[src/rtl/stream_upsize_pack.sv]
// Narrow-to-wide stream packer: gathers T_DATA_RATIO input beats into one output word.
// A word is closed early by s_last_i. The output is a single registered slot.
module stream_upsize_pack #(
    parameter int T_DATA_WIDTH = 8,
    parameter int T_DATA_RATIO = 4,
    parameter int LANE_ORDER   = 0
) (
    input  logic                    clk,
    input  logic                    rst,
    input  logic [T_DATA_WIDTH-1:0] s_data_i,
    input  logic                    s_last_i,
    input  logic                    s_valid_i,
    output logic                    s_ready_o,
    output logic [T_DATA_WIDTH-1:0] m_data_o [T_DATA_RATIO],
    output logic [T_DATA_RATIO-1:0] m_keep_o,
    output logic                    m_last_o,
    output logic                    m_valid_o,
    input  logic                    m_ready_i
);

    localparam int               CNT_W   = $clog2(T_DATA_RATIO);
    localparam logic [CNT_W-1:0] CNT_MAX = CNT_W'(T_DATA_RATIO - 1);

    logic [CNT_W-1:0]        r_cnt;
    logic [T_DATA_WIDTH-1:0] r_asm_data [T_DATA_RATIO];
    logic [T_DATA_RATIO-1:0] r_asm_keep;
    logic [T_DATA_WIDTH-1:0] r_out_data [T_DATA_RATIO];
    logic [T_DATA_RATIO-1:0] r_out_keep;
    logic                    r_out_last;
    logic                    r_out_valid;

    logic                    w_s_ready;
    logic                    w_accept;
    logic                    w_complete;
    logic [CNT_W-1:0]        w_lane;
    logic [T_DATA_RATIO-1:0] w_lane_hot;
    logic [T_DATA_RATIO-1:0] w_word_keep;
    logic [T_DATA_WIDTH-1:0] w_word_data [T_DATA_RATIO];

    // The slot can take a new word whenever it is empty or being drained this cycle.
    assign w_s_ready  = !r_out_valid || m_ready_i;
    assign w_accept   = s_valid_i && w_s_ready;
    assign w_complete = (r_cnt == CNT_MAX) || s_last_i;
    assign w_lane     = (LANE_ORDER == 0) ? r_cnt : CNT_MAX - r_cnt;

    always_comb begin
        // NOTE: every combinational output gets a default first so no path leaves it unassigned (no latch).
        w_lane_hot = '0;
        for (int i = 0; i < T_DATA_RATIO; i++) begin
            w_lane_hot[i] = (CNT_W'(i) == w_lane);
        end
        w_word_keep = r_asm_keep | w_lane_hot;
        // Lanes not yet written are forced to zero so stale assembly data never leaks out.
        for (int i = 0; i < T_DATA_RATIO; i++) begin
            w_word_data[i] = w_lane_hot[i] ? s_data_i
                           : (r_asm_keep[i] ? r_asm_data[i] : '0);
        end
    end

    always_ff @(posedge clk or posedge rst) begin
        if (rst) begin
            // NOTE: the lane arrays are plain flops, not RAM, so they are cleared by reset like any register.
            r_cnt       <= '0;
            r_asm_keep  <= '0;
            r_out_keep  <= '0;
            r_out_last  <= 1'b0;
            r_out_valid <= 1'b0;
            for (int i = 0; i < T_DATA_RATIO; i++) begin
                r_asm_data[i] <= '0;
                r_out_data[i] <= '0;
            end
        end else begin
            // NOTE: non-blocking assignments keep every flop sampling pre-edge values.
            if (w_accept && w_complete) begin
                r_out_data  <= w_word_data;
                r_out_keep  <= w_word_keep;
                r_out_last  <= s_last_i;
                r_out_valid <= 1'b1;
                r_asm_keep  <= '0;
                r_cnt       <= '0;
            end else begin
                if (w_accept) begin
                    r_asm_data[w_lane] <= s_data_i;
                    r_asm_keep         <= w_word_keep;
                    r_cnt              <= r_cnt + CNT_W'(1);
                end
                if (r_out_valid && m_ready_i) begin
                    r_out_valid <= 1'b0;
                end
            end
        end
    end

    assign s_ready_o = w_s_ready;
    assign m_data_o  = r_out_data;
    assign m_keep_o  = r_out_keep;
    assign m_last_o  = r_out_last;
    assign m_valid_o = r_out_valid;

endmodule
[config.mk]
export PLATFORM = sky130hd
export DESIGN_NAME = stream_upsize_pack
export DESIGN_NICKNAME = d
export VERILOG_FILES = /design/src/rtl/stream_upsize_pack.sv
export SDC_FILE = /design/constraint.sdc
export NUM_CORES = 1
export LEC_CHECK = 0
export CORE_UTILIZATION = 30
export CTS_CLUSTER_SIZE = 14
export DETAILED_ROUTE_END_ITERATION = 16
export PLACE_DENSITY = 0.56
export SYNTH_ARGS = -nofsm -noshare
export SYNTH_HDL_FRONTEND = slang
export SYNTH_SLANG_ARGS = --single-unit
[constraint.sdc]
create_clock -name clk -period 2.4 [get_ports clk]
set_input_delay 0.48 -clock clk [delete_from_list [all_inputs] [get_ports clk]]
set_output_delay 0.48 -clock clk [all_outputs]
set_load 0.05 [all_outputs]
==> results.ini <==
[run_status]
status = finished, final reports clean

[sta]
post-route-period-util_pct = 86.8
rsz0062_at_grt = false
tightest_slew_ns = 0.553
final-hold-violation-count = 0
max_freq_ghz = 0.480
fin_skew_ns = 0.00906
finalSetupTns_ns = 0
slew_headroom_pct = 63.1
finalCriticalPeriod_ns = 2.08
finalMaxSlewViolations = 0
setup_viol = 0

[pwr]
p_leak_nw = 1.85
power_density_nw_per_um2 = 1170
peakVddDrop_mv = 0.616

[logic_synthesis]
ys_top_cells_by_area = dfrtp_1 57%, mux2_2 19%, a22o_1 5.0%, nand2_1 3.3%, o21ai_0 2.9%
synth.most_common_cell = dfrtp_1
synthesis.nets = 278
synth_top_area_share_pct = 57.4
synth.avg_cell_area_sq_um = 12.7
yosysWarnings = 0
synth_edf_count = 0
async_flop_share_pct = 100
synthFlopType = dfrtp_1
netlist_area_sq_um = 3310
yosys.area.top_type = dfrtp_1
synth_common_cells = 76 x dfrtp_1, 55 x mux2_2, 29 x nand2_1
ys_seq_elements = 76
ys_seq_area_share_pct = 57.4
ys_types = 25
syn_inst = 261

[hold_path]
min-delay-path-class = register to register
min_from = r_asm_data[7]

[clocking]
postCtsSetupRepairBufs = 0
clk_pin_slew_ns = 0.07
htree_levels = 3
cts_tree = yes
clockBufferDepth = 2
ctsRootBufferMaster = clkbuf_8
cts_sinks = 76
numCtsBuffers = 9
cts_hold_buffers = 0
worstSkewPairLatency_ns = 0.34
ctsResizeCount = 0

[place]
place_hpwl_mm = 4.74
io_buffers = 51
gp_congestion = 0.766

[floorplanning]
core_region_area_sq_um = 10500
die_h_um = 107
die_w_um = 107
start_util_pct = 31.5
die_area_sq_um = 11500
ios = 52
rows = 37

[layout]
antenna_cells = 0
final_util_pct = 39.6
area_growth_pct = 25.7
drive_gt1_share_pct = 28.2
nets = 328
multi_input_area_sq_um = 1260
seqCellArea_sq_um = 1900
fill_cells = 1021

[detailed_routing]
drt-initial-drc-count = 65
drt_pass1_iterations = 4
num_vias = 2113
detail-route-antenna-nets = 0
routed_wl_mm = 6.64
drcViolationCount = 0
vias_per_cell = 4.67
wl_per_cell_um = 14.7

[global_route]
track_usage_pct = 12.8
grt_pass1_vias = 2175
antenna_found_initial = 0
grt.overflow.total = 0
grt_max_degree = 42
grt_pass1_wl_mm = 11.1

[worst_setup_path]
timing.rr.start = r_cnt[0]
crit_path_start = m_ready_i
arrival_ns = 1.60
startpoint_type = input port
required_ns = 1.92
cp-end-kind = primary output
crit_type = input port to primary output
worst-path-max-fanout = 11

[run]
max-cap-violations = 0

==> cells in the final DEF (no fill, tap or decap), types with 4 or more instances in the layout <==
| cell type | netlist | final |
|---|---|---|
| nand2_1 | 29 | 29 |
| ha_1 | 4 | 4 |
| mux2_2 | 55 | 55 |
| nor2b_1 | 4 | 4 |
| dfrtp_1 | 76 | 76 |
| a22o_1 | 19 | 19 |
| clkdlybuf4s50_1 | 0 | 50 |
| nor2_1 | 9 | 9 |
| clkbuf_8 | 0 | 11 |
| buf_4 | 1 | 11 |
| o21ai_0 | 19 | 19 |
| inv_1 | 5 | 4 |
==> state kept, by name (all words and copies together), names as in the netlist <==
| register | flops |
|---|---|
| r_asm_keep | 4 |
| m_last_o | 1 |
| m_data_o | 32 |
| m_keep_o | 4 |
| m_valid_o | 1 |
| r_cnt | 2 |
| r_asm_data | 32 |
==> per-stage QoR <==
stage	power (mW)	setup slack, ns	cell area (sq um)	std cells	hold slack (ns)
3_3_place_gp	3.93	0.153	3960	436	0.366
3_5_place_dp	3.96	0.0997	3960	436	0.369
5_1_grt	5.17	0.265	4160	452	0.391
4_1_cts	4.95	0.309	4160	452	0.385
6_report	4.89	0.317	4160	452	0.381
2_1_floorplan	3.33	0.509	3310	261	0.430
==> critical path, stage by stage <==
cell             delay [ns]
clkdlybuf4s50_1        0.45
nor2b_1                0.05
inv_1                  0.33
buf_4                  0.28
==> cell type report <==
class / instances / share of cell area [%]
sequential: 76 / 45.7
multi-input combinational: 156 / 30.2
timing repair buffer: 62 / 14.5
tap: 136 / 4.09
clock buffer: 12 / 3.73
clock inverter: 4 / 1.14
inverter: 6 / 0.632
==> path summary, 6_finish.rpt <==
| kind | endpoint | slack, ns | depth (start not counted) |
|---|---|---|---|
| hold / removal | r_asm_data[7] | 0.38 | 0 |
| max in group asynchronous | m_data_o[7] | 1.38 | 3 |
| setup reg to reg | r_asm_data[15] | 0.44 | 4 |
| setup / recovery | s_ready_o | 0.32 | 4 |
| min in group asynchronous | m_data_o[20] | 0.49 | 2 |
| hold reg to reg | r_asm_data[7] | 0.38 | 0 |
==> routing by layer <==
| layer | routed length [um] | global-route usage, % | vias to the layer above |
|---|---|---|---|
| met2 | 3070 | 19.1 | 40 |
| met1 | 3330 | 17.4 | 1052 |
| met5 | 0 | 0 | - |
| met4 | 33 | 4.99 | 0 |
| met3 | 215 | 3.59 | 2 |
| li1 | - | - | 1019 |
==> kinds of logic after synthesis <==
| kind of cell | Yosys count | synth area share (%) |
|---|---|---|
| DFF | 76 | 57.4 |
| muxes | 56 | 19.0 |
| and+or+nand+nor | 50 | 7.71 |
| AOI/OAI and AO/OA | 46 | 9.68 |
| buffers and inverters | 29 | 4.61 |
| adders and majority gates | 4 | 1.51 |
==> power by group <==
part           total [mW]  switching [mW]  internal [mW]  leakage, nW
Clock               0.968           0.434          0.534        0.102
Sequential           1.95           0.242           1.70        0.979
Combinational        1.97            1.18          0.796        0.765
Total                4.89            1.85           3.03         1.85
Note: power is estimated with default switching activity, not from simulation.
